--- src/rtl/loop_replay_buffer.sv ---
// loop_replay_buffer: spots a short backward conditional branch that keeps
// being taken, captures the loop body into a small buffer, then replays the
// body on its own while holding the front end. A mispredict on the closing
// branch ends replay and redirects fetch to the loop exit with a flush.
module loop_replay_buffer #(
  parameter int XLEN        = 32,
  parameter int DEPTH       = 8,
  parameter int CONF_THRESH = 2
) (
  input  logic            clk,
  input  logic            reset,
  input  logic            in_valid,
  input  logic [XLEN-1:0] curr_PC,
  input  logic [31:0]     instruction,
  input  logic [XLEN-1:0] immediate,
  input  logic            mispredict,
  output logic            block_signal,
  output logic            out_valid,
  output logic [31:0]     out_instruction,
  output logic [XLEN-1:0] out_pc,
  output logic            flush,
  output logic [XLEN-1:0] new_pc
);

  localparam int IW = $clog2(DEPTH);

  typedef enum logic [2:0] {
    S_IDLE,
    S_TRAIN,
    S_CAPTURE,
    S_REPLAY,
    S_FLUSH
  } state_t;

  state_t r_state;
  state_t w_stateNext;

  logic [XLEN-1:0] r_brPc;
  logic [XLEN-1:0] r_tgt;
  logic [IW-1:0]   r_lastIdx;
  logic [3:0]      r_cnt;
  logic [IW-1:0]   r_wptr;
  logic [IW-1:0]   r_rptr;
  logic [31:0]     r_buf [DEPTH];

  logic [XLEN-1:0] w_len;
  logic            w_qualify;
  logic [XLEN-1:0] w_tgt;
  logic [IW-1:0]   w_lastIdx;
  logic            w_inRange;
  logic [XLEN-1:0] w_expPc;
  logic [IW-1:0]   w_rptrAdv;
  logic            w_load;
  logic            w_bufWe;
  logic [3:0]      w_cntNext;
  logic [IW-1:0]   w_wptrNext;
  logic [IW-1:0]   w_rptrNext;

  // Body length is -imm + 1; the last buffer index (len - 1) is just -imm,
  // and only its low IW bits matter because a qualifying len never exceeds DEPTH.
  assign w_len     = XLEN'(0) - immediate + XLEN'(1);
  assign w_qualify = (instruction[6:0] == 7'b1100011) && immediate[XLEN-1] &&
                     (w_len <= XLEN'(DEPTH));
  assign w_tgt     = curr_PC + {immediate[XLEN-3:0], 2'b00};
  assign w_lastIdx = IW'(0) - immediate[IW-1:0];
  assign w_inRange = (curr_PC >= r_tgt) && (curr_PC <= r_brPc);
  // The capture write pointer doubles as the expected-PC offset from tgt.
  assign w_expPc   = r_tgt + XLEN'({r_wptr, 2'b00});
  assign w_rptrAdv = (r_rptr == r_lastIdx) ? '0 : r_rptr + IW'(1);

  // State register for the detect/capture/replay sequence.
  always_ff @(posedge clk or negedge reset) begin
    if (!reset) begin
      r_state <= S_IDLE;
    end else begin
      r_state <= w_stateNext;
    end
  end

  // Next-state and datapath control; mispredict outranks every other event.
  always_comb begin
    w_stateNext = r_state;
    w_load      = 1'b0;
    w_bufWe     = 1'b0;
    w_cntNext   = r_cnt;
    w_wptrNext  = r_wptr;
    w_rptrNext  = r_rptr;
    case (r_state)
      S_IDLE: begin
        if (in_valid && w_qualify) begin
          w_load      = 1'b1;
          w_cntNext   = 4'd1;
          w_wptrNext  = '0;
          w_stateNext = (CONF_THRESH == 1) ? S_CAPTURE : S_TRAIN;
        end
      end
      S_TRAIN: begin
        if (mispredict) begin
          w_stateNext = S_IDLE;
        end else if (in_valid) begin
          if (curr_PC == r_brPc) begin
            w_cntNext = r_cnt + 4'd1;
            if (w_cntNext == 4'(CONF_THRESH)) begin
              w_stateNext = S_CAPTURE;
              w_wptrNext  = '0;
            end
          end else if (!w_inRange) begin
            w_stateNext = S_IDLE;
          end
        end
      end
      S_CAPTURE: begin
        if (mispredict) begin
          w_stateNext = S_IDLE;
        end else if (in_valid) begin
          if (curr_PC == w_expPc) begin
            w_bufWe = 1'b1;
            if (curr_PC == r_brPc) begin
              w_stateNext = S_REPLAY;
              w_rptrNext  = '0;
            end else begin
              w_wptrNext = r_wptr + IW'(1);
            end
          end else begin
            w_stateNext = S_IDLE;
          end
        end
      end
      S_REPLAY: begin
        if (mispredict) begin
          w_stateNext = S_FLUSH;
        end else begin
          w_rptrNext = w_rptrAdv;
        end
      end
      S_FLUSH: begin
        w_stateNext = S_IDLE;
      end
      default: begin
        w_stateNext = S_IDLE;
      end
    endcase
  end

  // Loop descriptor, confidence count and buffer pointers.
  always_ff @(posedge clk or negedge reset) begin
    if (!reset) begin
      r_brPc    <= '0;
      r_tgt     <= '0;
      r_lastIdx <= '0;
      r_cnt     <= '0;
      r_wptr    <= '0;
      r_rptr    <= '0;
    end else begin
      if (w_load) begin
        r_brPc    <= curr_PC;
        r_tgt     <= w_tgt;
        r_lastIdx <= w_lastIdx;
      end
      r_cnt  <= w_cntNext;
      r_wptr <= w_wptrNext;
      r_rptr <= w_rptrNext;
    end
  end

  // Loop body storage; contents are meaningless until a capture completes.
  always_ff @(posedge clk) begin
    if (w_bufWe) begin
      r_buf[r_wptr] <= instruction;
    end
  end

  // Registered outputs, computed from the state being entered so replay data
  // and the flush pulse appear right after the edge that triggers them.
  always_ff @(posedge clk or negedge reset) begin
    if (!reset) begin
      block_signal    <= 1'b0;
      out_valid       <= 1'b0;
      out_instruction <= '0;
      out_pc          <= '0;
      flush           <= 1'b0;
      new_pc          <= '0;
    end else begin
      block_signal <= (w_stateNext == S_REPLAY);
      out_valid    <= (w_stateNext == S_REPLAY);
      if (w_stateNext == S_REPLAY) begin
        out_instruction <= r_buf[w_rptrNext];
        out_pc          <= r_tgt + XLEN'({w_rptrNext, 2'b00});
      end else begin
        out_instruction <= '0;
        out_pc          <= '0;
      end
      flush  <= (w_stateNext == S_FLUSH);
      new_pc <= (w_stateNext == S_FLUSH) ? (r_brPc + XLEN'(4)) : '0;
    end
  end

endmodule

--- config.mk ---
export PLATFORM = sky130hd
export DESIGN_NAME = loop_replay_buffer
export DESIGN_NICKNAME = d
export VERILOG_FILES = /design/src/rtl/loop_replay_buffer.sv
export SDC_FILE = /design/constraint.sdc
export NUM_CORES = 1
export LEC_CHECK = 0
export CAP_MARGIN = 10
export CORE_MARGIN = 2
export CORE_UTILIZATION = 35
export CTS_BUF_LIST = sky130_fd_sc_hd__clkbuf_16
export DETAILED_ROUTE_END_ITERATION = 6
export PLACE_DENSITY = 0.55
export SETUP_SLACK_MARGIN = 0.3
export SLEW_MARGIN = 20
export SYNTH_ARGS = -nofsm -noshare
export SYNTH_HDL_FRONTEND = slang
export SYNTH_SLANG_ARGS = --single-unit
--- constraint.sdc ---
create_clock -name clk -period 5.2 [get_ports clk]
set_input_delay 0.78 -clock clk [delete_from_list [all_inputs] [get_ports clk]]
set_output_delay 0.78 -clock clk [all_outputs]
set_load 0.02 [all_outputs]
======== Yosys cells after proc, flatten, opt, wreduce, memory -nomap -nowiden ========
Memory sizes are Yosys's and may differ from the RTL's.
Index checks and enable logic that the tools add are counted.
storage, ports and cells
  register bits ........................... 178
  RAM bits ................................ 256
  input port bits ......................... 100
  output and inout port bits .............. 99
  logic and storage cells ................. 99
  memories ................................ 1
cells by class
  add/subtract/negate cells ............... 10
  magnitude comparators ................... 3
  eq/ne operators ......................... 19
  mux-type cells .......................... 45
  reductions and logical operators ........ 9
memory list
  memory  words  width  read ports  clocked after Yosys merged registers in  wr ports  RTL line  RTL
  r_buf   8      32     1           0                                        1         44        logic [31:0] r_buf [DEPTH];
operator list
  operator               count
  $mux 32                3
  $mux 3                 26
  $add 32x5->32          2
  $eq 32x32->1           2
  $add 32x1->32 const B  1
  $add 32x3->32 const B  1
  $add 32x32->32         1
  $ge 32x32->1           1
  $le 32x32->1           1
  $le 32x4->1 const B    1
  $sub 1x32->32 const A  1
  $ne 2x2->1 const B     9
  $mux 4                 4
  $pmux 3 s4             1
  $reduce_and 10->1      1
  $eq 3x2->1 const B     3
  $pmux 3 s3             1
  $mux 1                 8
  $pmux 4 s2             1
  $eq 7x7->1 const B     1
  $add 3x1->3 const B    2
  $pmux 3 s2             1
  $reduce_and 5->1       1
  $add 4x1->4 const B    1
  other kinds (9)        12

======== Logic depth before layout (Yosys ltp) ========
  word-level depth ........................ 9
  gate-level depth with buffers ........... 20
  depth with buffers taken out ............ 18

======== Least setup slack after synthesis ========
OpenSTA, ideal clock, no wires.
  kind .................................... register -> register
  from .................................... register r_wptr[0]
  to ...................................... memory r_buf[0][0] (enable)
  library setup time ...................... 461 ps
  arrival time ............................ 4967 ps
  required time ........................... 4739 ps
  slack ................................... -228 ps
  stages on the path, launching flop included .. 12
  path buffers ............................ 0
  clock period less this slack ............ 5428 ps
  cell sequence ........................... dfrtp_1 > ha_1 > fa_1 > a21oi_1 > nor4_4 > a31oi_1 > o21ai_0 > nor4_1 > nand4b_1 > nor4_4 > nand4b_1 > nor3_1
between the ends
  longest elaborated chain between the ends .. 8
RTL lines
  element                       RTL line  RTL
  start: declaration            42        logic [IW-1:0] r_wptr;
  start signal: assignment      161       r_wptr <= w_wptrNext;
  $add 32x5->32                 68        assign w_expPc = r_tgt + XLEN'({r_wptr, 2'b00});
  $eq 32x32->1                  116       if (curr_PC == w_expPc) begin
  $mux 1                        116
  $mux 1                        115       end else if (in_valid) begin
  $mux 1                        113       if (mispredict) begin
  $mux 1                        88        case (r_state)
  $mux 1                        168       if (w_bufWe) begin
  $mux 1 (implied by the code)  169       r_buf[r_wptr] <= instruction;
  end: declaration              44
Several ways; a longest one is shown, not always the timed one.

======== Final worst setup path ========
  from .................................... register r_wptr[0]
  to ...................................... register out_pc[31]
between the ends
  longest elaborated chain between the ends .. 8
RTL lines
  element                 RTL line  RTL
  $add 32x5->32           68
  $eq 32x32->1            116
  $mux 3                  116
  $mux 3                  115
  $mux 3                  113
  $pmux 3 s2              88
  via w_rptrNext[2]       57        logic [IW-1:0] w_rptrNext;
  $add 32x5->32           188       out_pc <= r_tgt + XLEN'({w_rptrNext, 2'b00});
  $mux 32                 186       if (w_stateNext == S_REPLAY) begin
  end signal: assignment  188
  end: declaration        20        output logic [XLEN-1:0] out_pc,
The timed path passes the listed nets, and every way through them passes these cells.
A chain may end at the register's enable or synchronous reset.

==> reports/metrics.cfg <==
[grt]
overflow=0
grt_pass1_vias=16042
grt_start_max_net_pins=130
grt_pass1_wl_mm=96.9
track_usage=0.196
antenna_found_initial=6

[power_and_ir_drop]
intPower_uw=5840
p_leak_uw=0.0106
swShare=0.230
peakVddDrop_v=0.000330
power_density_mw_per_mm2=278
power_frac_comb=0.069
p_switching_uw=1750
total_power_uw=7590
p_clk_frac=0.452
seqPwrFrac=0.479

[setup_path]
critPathRequiredTime_ps=5700
crit_slowest_cell=fa_2
path_max_fanout=2
r2r_end=out_pc[31]
arrival_ps=5220
critPathLaunchType=register
crit_chain=ha_2 > fa_2 > xnor2_1 > nand3_1 > buf_4 > a2111oi_4 > nand3_1 > nor4_2 > nand4b_1 > nor4_4 > buf_4 > a31oi_1 > ha_1 > a21oi_2 > nor4_4 > and2_4 > or4b_4 > xnor2_2 > nor2_1
r2r-start=r_wptr[0]
end_kind=register
slowest_delay_ps=590
reg2regPathDepth=19
r2r_slack_ps=490
criticalPathCategory=register to register

[synth]
yosysSeqAreaShare=0.553
synth-seq-cells=432
synthesis.area_sq_mm=0.0219
synth.most_common_cell=edfxtp_1
synth-edff-count=256
synth_flop_cell=edfxtp_1
synth_top_cell_area_share=0.352
yosys.area.top_type=edfxtp_1
async_flop_share=0.407
synth_commonest_cells=256 x edfxtp_1, 225 x nand2_1, 176 x dfrtp_1, 125 x nor2_1, 105 x ha_1
avgSynthCellArea_sq_um=11.4
ys_top_cells_by_area=edfxtp_1 35%, dfrtp_1 20%, ha_1 6.0%
ys_types=76
yosys_warnings=0
synth_nets=2126
synthCells=1918

[die]
dieArea_sq_mm=0.0645
start_util=0.354
ios=199
dieHeight_microns=254
die_w_microns=254
core-area_sq_mm=0.0617
num_rows=91

[clock_tree]
clock-sinks=432
clk_latency_ps=620
cts_root_buffer=clkbuf_16
postCtsHoldBufs=0
cts_tree=yes
clock_path_buffers=3
cts_made_buffers=49
htreeDepth=2
clk_pin_slew_ps=60

[cells_and_area]
drive_gt1_frac=0.129
fill_cells=5811
nets=2417
area_growth_syn_to_layout_pct=25.1

[place]
hpwlAfterDp_mm=43.6
port_buffers=198
gp_congestion=0.912

[timing]
tightest_slew_ps=1110
drv_slew=0
max_freq_mhz=212
finalClockSkew_ps=46.2
tns_ps=0
hold_viol_final=0
setup_viol_count_final=0
period_share=0.906
final.min_clock_period_ps=4710
rsz0062_at_grt=yes
maxSlewHeadroom=0.253

[route]
wl_met3_mm=3.81
drt-pass1-iter-count=5
drt-met1-wl_mm=28.6
drt_wl_total_mm=63.2
vias=15966
dr_wl_met2_mm=29.3
drt-initial-drc-count=1278
wl_per_cell_microns=20.5
ant_nets=0
drc=0
routed.top_layer=met5
viasPerCell=5.17

[worst_hold_path]
hold_class=input pin to async pin

[outcome]
status=complete, no violations

[job]
maxCapViolations=0

==> sequential cells by signal (all words and copies together) (netlist names) <==
name             cells
r_wptr               3
out_valid            1
out_instruction     32
new_pc              32
r_rptr               3
r_lastIdx            3
r_brPc              32
flush                1
r_buf              256
r_state              3
r_tgt               30
r_cnt                4
out_pc              32
==> placed cells by master (no fill, tap or decap), drive strengths merged, types with 8 or more instances in the layout <==
cell type      netlist  final
edfxtp             256    256
nand2              225    225
clkdlybuf4s50        0    197
dfrtp              176    176
nor2               125    125
buf                 40    121
inv                 90    107
ha                 105    105
xnor2               93     93
and3                73     73
o21ai               73     73
mux2                65     65
nor4                60     61
clkbuf              40     50
a21oi               50     50
nand3               39     39
mux2i               39     39
xor2                38     38
nor3                35     35
o2bb2ai             34     34
nand4               34     34
a21o                31     31
nor2b               21     21
nand2b              20     20
clkinv               0     20
a31oi               14     14
or3                  9      9
or2                  8      8
o21a                 8      8
a211oi               8      8
==> power groups by stage <==
stage	logic (uW)	clock network (uW)	registers [uW]
detailed placement	517	0	3710
finish	522	3430	3640
CTS	520	3520	3640
global placement	510	0	3710
global route	575	3650	3640
floorplan	236	0	3710
==> routing by layer <==
metal | up-vias | global-route usage
met5 | - | 0
met4 | 10 | 0.0529
met3 | 97 | 0.0382
met2 | 454 | 0.314
met1 | 7818 | 0.272
li1 | 7587 | -
==> repair_timing <==
action / CTS / global route
resized for setup: 2 / 12
hold endpoints to repair: 0 / 0
buffers inserted: 0 / 3
gates cloned: 0 / 1
pin swaps: 0 / 14
setup endpoints to repair: 3 / 9
==> critical path: cells and delay by family (launching register included) <==
family,cells,cell delay [ps]
adder cells (fa/ha/maj),3,1160
AO/OA/AOI/OAI,3,420
buffers and inverters,2,330
XOR/XNOR,2,270
AND/OR/NAND/NOR,9,2000
flip-flops,1,410
==> area by class of cell <==
class                           instances  area (sq um)  area share
Sequential cell                       432         12100       0.442
Multi-Input combinational cell       1317          9240       0.338
Timing Repair Buffer                  319          3020       0.111
Clock buffer                           49          1230      0.0448
Tap cell                              837          1050      0.0383
Clock inverter                         42           383      0.0140
Inverter                               90           340      0.0124
Antenna cell                            1          2.50   0.0000915
==> per-stage QoR <==
| step | utilization | cells | setup WS, ps | hold slack (ps) | area, sq um |
|---|---|---|---|---|---|
| after global placement | 0.416 | 2991 | -125 | 487 | 25600 |
| after global routing | 0.443 | 3086 | 229 | 267 | 27400 |
| final | 0.443 | 3087 | 487 | 196 | 27400 |
| after floorplan | - | 1918 | 306 | 469 | 21900 |
| after CTS | 0.442 | 3082 | 345 | 283 | 27300 |
| after detailed placement | 0.416 | 2991 | -284 | 493 | 25600 |
==> worst max-delay path by stage <==
stage,startpoint,end,slack (ps),cells past startpoint
5_1_grt,r_wptr[0],out_pc[31],230,19
6_report,r_wptr[0],out_pc[31],490,19
3_3_place_gp,curr_PC[30],out_pc[31],-130,17
3_5_place_dp,curr_PC[30],out_pc[31],-280,17
4_1_cts,r_wptr[0],out_pc[31],340,19
2_1_floorplan,r_wptr[0],out_pc[31],310,19
==> logic make-up (layout without fill, tap and decap cells) <==
logic type	Yosys count	after routing	synth area share
other cells	0	1	0
buf+inv	170	500	0.0329
compound gates	287	287	0.0893
xor+xnor	131	131	0.0525
simple gates	686	687	0.158
mux	104	104	0.0513
flops	432	432	0.553
fa+ha+maj	108	108	0.0628
(Power assumes the default switching activity.)
